## config.mk

```make
export PLATFORM = sky130hd
export DESIGN_NAME = img_proc_ctrl_flat
export DESIGN_NICKNAME = d
export VERILOG_FILES = /design/src/rtl/img_proc_ctrl_if.sv /design/src/rtl/img_proc_ctrl.sv /design/src/flat_wrapper.sv
export SDC_FILE = /design/constraint.sdc
export NUM_CORES = 1
export LEC_CHECK = 0
export BUFFER_PORTS_ARGS = -buffer_cell sky130_fd_sc_hd__buf_2
export CORE_ASPECT_RATIO = 0.9
export CORE_MARGIN = 8
export CORE_UTILIZATION = 57
export DETAILED_ROUTE_END_ITERATION = 10
export GPL_ROUTABILITY_DRIVEN = 0
export PLACE_DENSITY_LB_ADDON = 0.05
export SYNTH_ARGS = -nofsm -noshare
export SYNTH_HDL_FRONTEND = slang
export SYNTH_SLANG_ARGS = --single-unit
```

## constraint.sdc

```tcl
create_clock -name clk -period 4.85 [get_ports clk]
set_input_delay 0.97 -clock clk [delete_from_list [all_inputs] [get_ports clk]]
set_output_delay 0.97 -clock clk [all_outputs]
set_load 0.01 [all_outputs]
```

## src/rtl/img_proc_ctrl_if.sv

```systemverilog
// img_proc_ctrl_if: configuration/status register bus for img_proc_ctrl.
// master drives write strobe, address and write data; slave returns read data.
interface img_proc_ctrl_if;
   logic        cfg_we;
   logic [1:0]  cfg_addr;
   logic [7:0]  cfg_wdata;
   logic [15:0] cfg_rdata;

   modport master (
      output cfg_we,
      output cfg_addr,
      output cfg_wdata,
      input  cfg_rdata
   );

   modport slave (
      input  cfg_we,
      input  cfg_addr,
      input  cfg_wdata,
      output cfg_rdata
   );
endinterface

```

## src/rtl/img_proc_ctrl.sv

```systemverilog
// img_proc_ctrl: frame/line tracking, 3x3 window qualification and mode control
// for the image_proc datapath. Optional statistics counters (frame count at
// addr 2, saturating error-event count at addr 3) are built when the macro
// IMG_PROC_CTRL_STATS_EN is defined; otherwise those addresses read zero.
module img_proc_ctrl #(
   parameter int unsigned IMG_W = 640,
   parameter int unsigned IMG_H = 480
) (
   input  logic              clk,
   input  logic              rst_n,
   input  logic              iFVAL,
   input  logic              iDVAL,
   img_proc_ctrl_if.slave    cfg,
   output logic [9:0]        oX,
   output logic [9:0]        oY,
   output logic              oWIN_VALID,
   output logic [1:0]        oMODE,
   output logic [2:0]        oMAG_SHIFT,
   output logic              oFRAME_DONE,
   output logic              oLINE_ERR
);

   localparam int unsigned CW = 10;
   localparam logic [CW-1:0] X_END = CW'(IMG_W);
   localparam logic [CW-1:0] Y_END = CW'(IMG_H);

   typedef enum logic [2:0] {
      IDLE  = 3'd0,
      ARMED = 3'd1,
      LINE  = 3'd2,
      BLANK = 3'd3,
      DONE  = 3'd4
   } state_t;

   state_t          state;
   logic [CW-1:0]   x;
   logic [CW-1:0]   y;
   logic [7:0]      shadow;
   logic            err_evt;
   logic            err_clr;
   logic            pix_live;
   logic [15:0]     stat_frames;
   logic [15:0]     stat_errs;

   // Error events: bad line length, overlong line, frame cut mid-line, too many lines.
   always_comb begin
      err_evt = 1'b0;
      case (state)
         LINE: begin
            if (!iFVAL)     err_evt = (x != X_END);
            else if (iDVAL) err_evt = (x == X_END);
            else            err_evt = (x != X_END);
         end
         BLANK:   err_evt = iFVAL & iDVAL & (y >= Y_END);
         default: err_evt = 1'b0;
      endcase
   end

   assign err_clr  = cfg.cfg_we & (cfg.cfg_addr == 2'd1) & cfg.cfg_wdata[0];
   assign pix_live = iFVAL & iDVAL &
                     ((state == ARMED) | (state == LINE) | (state == BLANK));

   // Pixel position of the current iDVAL cycle and window qualification.
   assign oX         = x;
   assign oY         = y;
   assign oWIN_VALID = pix_live & (x >= CW'(2)) & (y >= CW'(2)) & (x < X_END);

   // Frame FSM, counters, shadow/active config and sticky error flag.
   always_ff @(posedge clk) begin
      if (!rst_n) begin
         state       <= IDLE;
         x           <= '0;
         y           <= '0;
         shadow      <= 8'h00;
         oMODE       <= 2'd0;
         oMAG_SHIFT  <= 3'd4;
         oFRAME_DONE <= 1'b0;
         oLINE_ERR   <= 1'b0;
      end else begin
         oFRAME_DONE <= 1'b0;
         if (cfg.cfg_we && (cfg.cfg_addr == 2'd0)) shadow <= cfg.cfg_wdata;
         // A new error outranks a coincident clear so no event is lost.
         if (err_evt)      oLINE_ERR <= 1'b1;
         else if (err_clr) oLINE_ERR <= 1'b0;

         case (state)
            IDLE: begin
               x <= '0;
               y <= '0;
               if (shadow[0]) state <= ARMED;
            end
            ARMED: begin
               if (!shadow[0]) begin
                  state <= IDLE;
               end else if (iFVAL && iDVAL) begin
                  // Frame start: first pixel is x=0; latch config from the pre-write shadow.
                  state      <= LINE;
                  oMODE      <= shadow[2:1];
                  oMAG_SHIFT <= shadow[5:3];
                  x          <= CW'(1);
               end
            end
            LINE: begin
               if (!iFVAL) begin
                  state       <= DONE;
                  oFRAME_DONE <= 1'b1;
                  x           <= '0;
                  y           <= '0;
               end else if (iDVAL) begin
                  if (x != X_END) x <= x + CW'(1);
               end else begin
                  state <= BLANK;
                  x     <= '0;
                  if (y != Y_END) y <= y + CW'(1);
               end
            end
            BLANK: begin
               if (!iFVAL) begin
                  state       <= DONE;
                  oFRAME_DONE <= 1'b1;
                  x           <= '0;
                  y           <= '0;
               end else if (iDVAL) begin
                  state <= LINE;
                  x     <= CW'(1);
               end
            end
            DONE: begin
               x     <= '0;
               y     <= '0;
               state <= shadow[0] ? ARMED : IDLE;
            end
            default: state <= IDLE;
         endcase
      end
   end

`ifdef IMG_PROC_CTRL_STATS_EN
   logic [15:0] frame_cnt;
   logic [15:0] err_cnt;

   // Wrapping frame counter and saturating error-event counter.
   always_ff @(posedge clk) begin
      if (!rst_n) begin
         frame_cnt <= 16'h0000;
         err_cnt   <= 16'h0000;
      end else begin
         if (state == DONE) frame_cnt <= frame_cnt + 16'd1;
         if (err_evt && (err_cnt != 16'hFFFF)) err_cnt <= err_cnt + 16'd1;
      end
   end

   assign stat_frames = frame_cnt;
   assign stat_errs   = err_cnt;
`else
   assign stat_frames = 16'h0000;
   assign stat_errs   = 16'h0000;
`endif

   // Register read mux.
   always_comb begin
      cfg.cfg_rdata = 16'h0000;
      case (cfg.cfg_addr)
         2'd0:    cfg.cfg_rdata = {8'h00, shadow};
         2'd1:    cfg.cfg_rdata = {3'(state), oLINE_ERR, y, 2'b00};
         2'd2:    cfg.cfg_rdata = stat_frames;
         default: cfg.cfg_rdata = stat_errs;
      endcase
   end

endmodule

```

## src/flat_wrapper.sv

```systemverilog
// flat-port wrapper written by rule: the top's interface ports become plain ports
module img_proc_ctrl_flat 
#(
   parameter int unsigned IMG_W = 640,
   parameter int unsigned IMG_H = 480
)
  (clk, rst_n, iFVAL, iDVAL, oX, oY, oWIN_VALID, oMODE, oMAG_SHIFT, oFRAME_DONE, oLINE_ERR, cfg_cfg_we, cfg_cfg_addr, cfg_cfg_wdata, cfg_cfg_rdata);
  img_proc_ctrl_if cfg_i ();
  input  logic clk;
  input  logic rst_n;
  input  logic iFVAL;
  input  logic iDVAL;
  output logic [9:0] oX;
  output logic [9:0] oY;
  output logic oWIN_VALID;
  output logic [1:0] oMODE;
  output logic [2:0] oMAG_SHIFT;
  output logic oFRAME_DONE;
  output logic oLINE_ERR;
  input wire logic [$bits(cfg_i.cfg_we)-1:0] cfg_cfg_we;
  input wire logic [$bits(cfg_i.cfg_addr)-1:0] cfg_cfg_addr;
  input wire logic [$bits(cfg_i.cfg_wdata)-1:0] cfg_cfg_wdata;
  output wire logic [$bits(cfg_i.cfg_rdata)-1:0] cfg_cfg_rdata;
  assign cfg_i.cfg_we = cfg_cfg_we;
  assign cfg_i.cfg_addr = cfg_cfg_addr;
  assign cfg_i.cfg_wdata = cfg_cfg_wdata;
  assign cfg_cfg_rdata = cfg_i.cfg_rdata;
  img_proc_ctrl #(.IMG_W(IMG_W), .IMG_H(IMG_H)) u_core (.clk(clk), .rst_n(rst_n), .iFVAL(iFVAL), .iDVAL(iDVAL), .cfg(cfg_i), .oX(oX), .oY(oY), .oWIN_VALID(oWIN_VALID), .oMODE(oMODE), .oMAG_SHIFT(oMAG_SHIFT), .oFRAME_DONE(oFRAME_DONE), .oLINE_ERR(oLINE_ERR));
endmodule
```

==> metrics.txt, run 1 <==
cell chain of the critical path buf_2 > nor2b_1 > and2_1 > buf_2; # H-tree levels 2; Post-Route WL between 5000 and 6000 um; PD cells ~220 nW/um2; Area Overhead vs Synth 15.5%; skew final 0.00417 ns; hold depth 2; Clock Sinks 38; Yosys top cell by area dfxtp_1; Mapped Cells 267; fin crit period a little under 3 ns; Routed wire per std cell approximately 15 um; crit start category primary input; Critical Path Stages 4; die width 81.9 um; Crit-path slowest cell nor2b_1; final-report max-slew violation count 0; first-pass GRT wire length ~8800 um; Max-slew headroom 44.3%; remaining antenna violation count after routing 0; status finished, final reports clean; antenna violations before repair 0; Main synth FF type dfxtp_1; area share of the largest cell type after synthesis ~34%; Distinct cells, synth 54; grt ovf 0; Port-buffer cells 58; Yosys reg bits 38; worst-skew pair later-pin latency 0.30 ns; r2r endpoint u_core.oX[8]; r2r worst-path depth 5; Worst VDD drop ~0.00023 V; GRT Overall Usage a little under a fifth; clock tree buffer depth 2; r2r startpoint u_core.state[1]; Root Buffer Master clkbuf_8; Num CTS Buffers 5; Die ar. about 6200 um2; Pleak between 1 and 1.5 nW; post-CTS sizing 0; yosys synthesis warning count 0; placed wire-length estimate between 3000 and 4000 um; synth cell count leaders 38 x dfxtp_1, 30 x nand2_1, 22 x nor2_1; Die Y roughly 75 um; via density per instance about 5.7; Reg2Reg Setup Slack roughly 2.7 ns; Setup Buffers After CTS 0; final hold vios 0; Diodes inserted 0; Final setup viols 0; Finished Cell Area ~2600 um2; Fillers 320; WS Path Type primary input to output pin; largest net degree at the start of global routing 49; Max-Cap Viols 0; Hold Path Class flip-flop to flip-flop; syn nets between 200 and 300; Worst-path clk slew about 0.070 ns; hold_buf cts 0; maximum clock rate between 300 and 400 MHz; # IOs 59; Worst path most repeated cell buf_2; cell area after synthesis around 2200 um2; CTS tree yes; Core Area about 3700 um2; final period utilization ~60%; ys async rst share 0%; DRT iter0 DRCs 172; Fin Setup TNS 0 ns; vias in the first global route 1,817; Avg Synthesized Cell Area between 8 and 9 um2; Starting Density around three fifths; Synth area leaders dfxtp_1 34%, nand2_1 5.1%, mux2i_1 4.9%; share of cells above drive strength 1 between 20% and 30%; hold-critical path endpoint u_core.shadow[7]; Site Rows 21; Crit. End Element output pin; Top delay family on crit path simple AND/OR/NAND/NOR gates; CP Data Arrival Time 1.95 ns; nets between 300 and 400; Bufs and invs on worst path 2; top-count cell post-synth dfxtp_1; worst hold start u_core.shadow[7]; CP max FO 9; Crit path largest cell delay 0.47 ns; Crit path required time a little under 4 ns; Slew @ Worst Pin 0.831 ns; # DRC 0; placed cell area roughly 2500 um2; Post-synth EDFFs 0; via count 2,076; RSZ-0062 raised after global routing no; post-synthesis sequential area ratio 34.2%; TritonRoute pass-1 iters 4
## cell families after synthesis
kind of cell | count (synthesis) | share of synthesized area (%)
muxes | 12 | 5.45
and+or+nand+nor | 132 | 33.8
DFF | 38 | 34.2
AOI/OAI and AO/OA | 56 | 18.6
adders and majority gates | 4 | 2.25
buffers and inverters | 25 | 5.79
## layer usage
layer  up-vias  track usage [%]  wire (um)
li1       1051                -          -
met1       950             25.6       2660
met2        67             25.0       2240
met3         8             7.64        530
met4         0             4.09         48
met5         -                0          0
## state kept, by name, indices dropped and copies added, names as in the netlist
| register | flops |
|---|---|
| u_core.shadow | 8 |
| u_core.oFRAME_DONE | 1 |
| u_core.oLINE_ERR | 1 |
| u_core.oMAG_SHIFT | 3 |
| u_core.state | 3 |
| u_core.oY | 10 |
| u_core.oX | 10 |
| u_core.oMODE | 2 |
## final cells by class
type | count | area (um2) | share of cell area (%)
clock buffers | 7 | 86.3 | 3.36
repair buffers | 58 | 290 | 11.3
well taps | 46 | 57.6 | 2.24
clock inverters | 1 | 5.00 | 0.195
multi-input cells | 204 | 1340 | 52.0
inverters | 9 | 33.8 | 1.31
flip-flops and latches | 38 | 761 | 29.6
## per-stage QoR
step	power (mW)	setup WS [ns]	cells	util (%)	hold slack, ns
2_1_floorplan	0.346	2.05	267	-	0.443
3_3_place_gp	0.357	1.97	355	66.4	0.457
3_5_place_dp	0.357	1.92	355	66.4	0.461
4_1_cts	0.581	1.92	363	68.9	0.472
5_1_grt	0.601	1.78	363	68.9	0.485
6_report	0.576	1.93	363	68.9	0.472
## tightest hold or removal path, stage by stage (launching register included)
cell and delay [ns]:
dfxtp_1 0.31, nand2_1 0.05, a21boi_0 0.06
## cell usage in the layout, fill, tap and decap left out, types with 4 or more instances in the layout
cell type / Yosys / routed
buf_2: 4 / 58
dfxtp_1: 38 / 38
nand2_1: 30 / 30
nor2_1: 22 / 22
nand3_1: 16 / 16
o21ai_0: 15 / 15
and2_1: 13 / 13
mux2i_1: 11 / 11
a21boi_0: 10 / 10
inv_1: 9 / 9
nor2b_1: 8 / 8
a21oi_1: 6 / 6
clkbuf_8: 1 / 6
a32o_1: 5 / 5
o211ai_1: 4 / 4
and3_2: 4 / 4
and3b_2: 4 / 4
ha_1: 4 / 4
## where the power goes
| part | leakage (nW) | switching (mW) | internal, mW |
|---|---|---|---|
| registers | 0.307 | 0.00239 | 0.314 |
| logic | 0.838 | 0.0204 | 0.0132 |
| clock network | 0.0482 | 0.111 | 0.115 |
| total | 1.19 | 0.134 | 0.442 |
## worst max-delay path by stage
stage | end | slack, ns | start
finish | cfg_cfg_rdata[12] | 1.93 | cfg_cfg_addr[0]
global route | cfg_cfg_rdata[12] | 1.78 | cfg_cfg_addr[0]
CTS | cfg_cfg_rdata[10] | 1.92 | cfg_cfg_addr[0]
detailed placement | cfg_cfg_rdata[10] | 1.92 | cfg_cfg_addr[0]
global placement | cfg_cfg_rdata[11] | 1.97 | cfg_cfg_addr[0]
floorplan | cfg_cfg_rdata[10] | 2.05 | cfg_cfg_addr[0]
No activity file was read; power rests on OpenSTA's default activity.
==> run 2: changes to the inputs <==
--- a/config.mk
+++ b/config.mk
@@ -8,7 +8,7 @@
 export BUFFER_PORTS_ARGS = -buffer_cell sky130_fd_sc_hd__buf_2
 export CORE_ASPECT_RATIO = 0.9
 export CORE_MARGIN = 8
-export CORE_UTILIZATION = 57
+export CORE_UTILIZATION = 47
 export DETAILED_ROUTE_END_ITERATION = 10
 export GPL_ROUTABILITY_DRIVEN = 0
 export PLACE_DENSITY_LB_ADDON = 0.05
==> constraint.sdc (replaced) <==
create_clock -name clk -period 2.6 [get_ports clk]
set_input_delay 0.52 -clock clk [delete_from_list [all_inputs] [get_ports clk]]
set_output_delay 0.52 -clock clk [all_outputs]
set_load 0.01 [all_outputs]
==> run 2 against run 1 <==
Compared with the run above:
- setup slack lost 1.5 ns
- flip-flop and latch count stayed put
- core utilization decreased by 10 points
- clock power increased by 120%
- worst hold slack got worse by 0.011 ns
- cell count rose by 5.8%
- cell area up 2.8%
- non-clock buffer count increased by 5
- sequential share of layout area decreased by 0.81 points
- count of clock-buffer cells in the layout unchanged
- combinational power is 93% higher
- highest routed layer unchanged
==> metrics.txt, run 2 (synthesis gave the netlist of run 1 again) <==
DRT iter0 DRCs 161 (was 172); TritonRoute pass-1 iters 4 (unchanged); r2r startpoint u_core.state[0] (was u_core.state[1]); Core Area 4520 um2 (was 3730 um2); nets 340 (was 335); Clk pwr share 43.3% (was 39.2%); Setup Buffers After CTS 0 (unchanged); # H-tree levels 2 (unchanged); CTS tree yes (unchanged); switching share of power 22.1% (was 23.2%); hold_buf cts 0 (unchanged); final hold vios 0 (unchanged); status finished, final reports clean (unchanged); grt ovf 0 (unchanged); RSZ-0062 raised after global routing no (unchanged); Max-slew headroom 66.6% (was 44.3%); Starting Density 49.3% (was 59.7%); Worst-path clk slew 0.08 ns (was 0.07 ns); cell chain of the critical path or4_4 > nor3_1 > nor2_1 > buf_2 (was buf_2 > nor2b_1 > and2_1 > buf_2); Root Buffer Master clkbuf_8 (unchanged); GRT Overall Usage 16.9% (was 18.2%); final-report max-slew violation count 0 (unchanged); # DRC 0 (unchanged); Port-buffer cells 58 (unchanged); Bufs and invs on worst path 1 (was 2); Worst Setup SP u_core.oY[2] (was cfg_cfg_addr[0]); Clock Sinks 38 (unchanged); Diodes inserted 0 (unchanged); Post-Route WL 5710 um (was 5480 um); PD cells 437 nW/um2 (was 224 nW/um2); largest net degree at the start of global routing 48 (was 49); antenna violations before repair 0 (unchanged); Slew @ Worst Pin 0.500 ns (was 0.831 ns); placed wire-length estimate 4170 um (was 3910 um); commonest non-fill, non-tap cell in the layout buf_2 (unchanged); WS Path Type flip-flop to output pin (was primary input to output pin); Die Y 81.3 um (was 75.3 um); logic gate share of total power 5.6% (was 5.8%); share of cells above drive strength 1 28.3% (was 27.4%); worst-skew pair later-pin latency 0.30 ns (about the same); clock tree buffer depth 2 (unchanged); Final setup viols 0 (unchanged); worst hold start cfg_cfg_wdata[1] (was u_core.shadow[7]); Max-Cap Viols 0 (unchanged); # IOs 59 (unchanged); Routed wire per std cell 14.9 um (was 15.1 um); Num CTS Buffers 5 (unchanged); Die ar. 7200 um2 (was 6160 um2); P_sw 255 uW (was 134 uW); Hold Path Class primary input to flip-flop (was flip-flop to flip-flop); via density per instance 5.45 (was 5.72); internal power 900 uW (was 442 uW); final period utilization a little over four fifths; die width 88.5 um (was 81.9 um); crit start category flip-flop (was primary input); Area Overhead vs Synth 18.7% (was 15.5%); Crit path required time 2.08 ns (was 3.88 ns); maximum clock rate approximately 450 MHz; Worst VDD drop 0.000274 V (was 0.000233 V); Crit. End Element output pin (unchanged); vias in the first global route 1,927 (was 1,817); Flop pwr share 51.1% (was 55.0%); Crit-path slowest cell or4_4 (was nor2b_1); Fin Setup TNS 0 ns (unchanged); post-CTS sizing 0 (unchanged); remaining antenna violation count after routing 0 (unchanged); via count 2,091 (was 2,076); Crit path largest cell delay 0.58 ns (was 0.47 ns); Top delay family on crit path simple AND/OR/NAND/NOR gates (unchanged); CP Data Arrival Time 1.68 ns (was 1.95 ns); first-pass GRT wire length 9600 um (was 8850 um); skew final 0.00844 ns (was 0.00417 ns); CP max FO 8 (was 9); Pleak 1.22 nW (was 1.19 nW); worst hold margin 0.461 ns (was 0.472 ns); commonest cells after routing, fill and taps aside 58 x buf_2, 38 x dfxtp_1, 30 x nand2_1 (unchanged); fin crit period approximately 2.2 ns; Site Rows 23 (was 21)
==> run 2: stage by stage <==
stage	setup WS (ns)	area (um2)	utilization (%)	power, mW	std cells
global route	0.338	2640	58.5	1.20	384
detailed placement	0.421	2540	56.1	0.669	376
global placement	0.490	2540	56.1	0.668	376
CTS	0.391	2640	58.5	1.16	384
floorplan	0.696	2230	-	0.646	267
finish	0.399	2640	58.5	1.15	384
==> run 2: worst min-delay path, cell delays in order <==
cell	delay, ns
buf_2	0.09
nand2_1	0.04
a21boi_0	0.06
==> run 2: area by class of cell <==
type,count,area [um2]
clock buffer,7,76.3
clock inverter,1,30.0
fill,451,1880
inverter,9,33.8
multi-input combinational,204,1340
sequential,38,761
tap,62,77.6
timing repair buffer,63,328
==> run 2: path summary, 6_finish.rpt <==
kind / endpoint / slack (ns) / depth (start not counted)
max: oWIN_VALID / 0.40 / 4
min: u_core.shadow[1] / 0.46 / 3
max reg2reg: u_core.oX[0] / 0.51 / 5
min reg2reg: u_core.shadow[6] / 0.47 / 2
==> run 2: power groups by stage <==
stage | combinational (mW) | clock (mW) | sequential (mW)
global placement | 0.0644 | 0 | 0.604
global route | 0.0727 | 0.533 | 0.591
floorplan | 0.0433 | 0 | 0.603
detailed placement | 0.0649 | 0 | 0.604
CTS | 0.0652 | 0.509 | 0.590
finish | 0.0646 | 0.500 | 0.590
==> run 2: metal layers <==
metal	vias up	part of all wire [%]	wire (um)	GRT usage (%)
met1	965	49	2800	22.8
met3	7	7.3	418	4.33
met4	0	1.7	95	7.59
met2	58	42	2400	24.5
met5	-	0	0	0
li1	1061	-	-	-
==> run 3: changes to the inputs <==
==> constraint.sdc (replaced) <==
create_clock -name clk -period 1.8 [get_ports clk]
set_input_delay 0.36 -clock clk [delete_from_list [all_inputs] [get_ports clk]]
set_output_delay 0.36 -clock clk [all_outputs]
set_load 0.01 [all_outputs]
==> run 3 against run 2 <==
Compared with the run above:
- the flow now finishes with violations (setup timing)
- setup slack got worse by 0.49 ns
- clock skew fell by 0.0030 ns
- core utilization grew 7.6 points
- cell count grew 8.3%
==> metrics.txt, run 3 (synthesis gave the netlist of run 1 again) <==
DRT iter0 DRCs 133 (was 161); placed cells 400 (was 376); final design utilization 66.1% (was 58.5%); final hold vios 0 (unchanged); via density per instance 5.44 (was 5.45); placed wire-length estimate 4600 um (was 4170 um); Die Y 81.3 um (unchanged); Post-Route WL 6570 um (was 5710 um); # DRC 0 (unchanged); worst hold margin 0.306 ns (was 0.461 ns); Worst VDD drop 0.000600 V (was 0.000274 V); Diodes inserted 0 (unchanged); grt ovf 0 (unchanged); clock tree buffer depth 2 (unchanged); commonest non-fill, non-tap cell in the layout buf_2 (unchanged); Max-slew headroom 76.8% (was 66.6%); Routed wire per std cell 15.8 um (was 14.9 um); Num CTS Buffers 5 (unchanged); largest net degree at the start of global routing 20 (was 48); maximum clock rate between 500 and 600 MHz; Area Overhead vs Synth 34.1% (was 18.7%); fin crit period ~1.9 ns; CP Data Arrival Time 1.53 ns (was 1.68 ns); Starting Density 49.3% (unchanged); Port-buffer cells 58 (unchanged); failing checks setup timing; GRT Overall Usage 18.6% (was 16.9%); share of cells above drive strength 1 40.7% (was 28.3%); PD cells 528 nW/um2 (was 437 nW/um2); GRT met3 Usage 5.14% (was 4.33%); Hold Path Class primary input to flip-flop (unchanged); final-report max-slew violation count 0 (unchanged); # IOs 59 (unchanged); WS Path Type flip-flop to output pin (unchanged); Crit-path slowest cell or4_4 (unchanged); worst setup margin -0.0893 ns (was 0.399 ns); via count 2,262 (was 2,091); global routing's busiest layer met2 (unchanged); RSZ-0062 raised after global routing yes (was no); r2r startpoint u_core.oY[9] (was u_core.state[0]); Crit path required time 1.44 ns (was 2.08 ns); CP max FO 2 (was 8); die width 88.5 um (unchanged); remaining antenna violation count after routing 0 (unchanged); Crit. End Element output pin (unchanged); Site Rows 23 (unchanged); nets 372 (was 340); Final setup viols 1 (was 0); vias in the first global route 2,248 (was 1,927); first-pass GRT wire length 10,700 um (was 9600 um); final period utilization 105%; skew final 0.00545 ns (was 0.00844 ns); Max-Cap Viols 0 (unchanged); GRT met1 Usage 23.5% (was 22.8%); TritonRoute pass-1 iters 4 (unchanged); Post-Layout Cell Count 416 (was 384); antenna violations before repair 0 (unchanged); Slew @ Worst Pin 0.348 ns (was 0.500 ns); Clock Sinks 38 (unchanged); worst hold start cfg_cfg_wdata[4] (was cfg_cfg_wdata[1]); M2 GR Usage 30.0% (was 24.5%); Worst Setup SP u_core.oY[6] (was u_core.oY[2]); # H-tree levels 2 (unchanged); CTS tree yes (unchanged); Fin Setup TNS -0.0893 ns (was 0 ns); crit start category flip-flop (unchanged); Worst-path clk slew 0.08 ns (about the same); Pleak 1.39 nW (was 1.22 nW); worst-skew pair later-pin latency 0.29 ns (was 0.30 ns); Die ar. 7200 um2 (unchanged); commonest cells after routing, fill and taps aside 58 x buf_2, 35 x buf_4, 30 x nand2_1, 30 x dfxtp_1, 21 x nor2_1 (was 58 x buf_2, 38 x dfxtp_1, 30 x nand2_1); Tot Pwr 1.58 mW (was 1.15 mW); cell chain of the critical path or4_4 > nor3_2 > nor2_1 > buf_2 (was or4_4 > nor3_1 > nor2_1 > buf_2); Core Area 4520 um2 (unchanged); Crit path largest cell delay 0.53 ns (was 0.58 ns); Root Buffer Master clkbuf_8 (unchanged); status complete, but fails checks (was finished, final reports clean)
-- run 3: cell count changes in the layout (fill, tap and decap cells not counted), moves of 4 or more --
cell and change:
dfxtp_1 -8, dfxtp_2 +7, and3_4 +4, buf_4 +30
-- run 3: final timing paths --
| kind | slack [ns] | endpoint | depth (start not counted) |
|---|---|---|---|
| min reg2reg | 0.47 | u_core.shadow[6] | 2 |
| max | -0.09 | oWIN_VALID | 4 |
| min | 0.31 | u_core.shadow[4] | 3 |
| max reg2reg | 0.05 | u_core.oY[5] | 5 |
-- run 3: report_power, final --
part	switching, mW	leakage (nW)	internal (mW)
Combinational	0.0612	1.03	0.0467
Sequential	0.00576	0.311	0.845
Clock	0.307	0.0482	0.309
Total	0.374	1.39	1.20
-- run 3: stage by stage --
step | area [um2] | worst slack (ns)
final | 2990 | -0.0893
after global routing | 2990 | -0.135
after CTS | 2890 | -0.0643
after detailed placement | 2720 | -0.0654
after global placement | 2720 | -0.00276
after floorplan | 2230 | 0.00610
-- run 3: area by class of cell --
type | instances | area [um2]
Fill cell | 407 | 1530
Sequential cell | 38 | 773
Tap cell | 62 | 77.6
Clock inverter | 1 | 5.00
Clock buffer | 7 | 86.3
Timing Repair Buffer | 94 | 564
Inverter | 9 | 33.8
Multi-Input combinational cell | 205 | 1450
-- run 3: critical path: cells and delay by family, from the launching register on --
kind | cells | cell delay [ns]
flip-flops | 1 | 0.33
AND/OR/NAND/NOR | 3 | 0.77
buffers and inverters | 1 | 0.14
-- run 3: layer usage --
metal | up-vias | wire, um
met5 | - | 0
met4 | 0 | 83
met3 | 11 | 500
met2 | 66 | 2980
met1 | 1055 | 3010
li1 | 1130 | -
-- run 3: repair_timing --
| action | 4_1_cts | 5_1_grt |
|---|---|---|
| endpoints found under the setup margin | 8 | 15 |
| hold buffers | 0 | 0 |
| resized for setup | 11 | 18 |
| setup buffers | 2 | 5 |
| cloned | 1 | 0 |
| pin swaps | 6 | 14 |
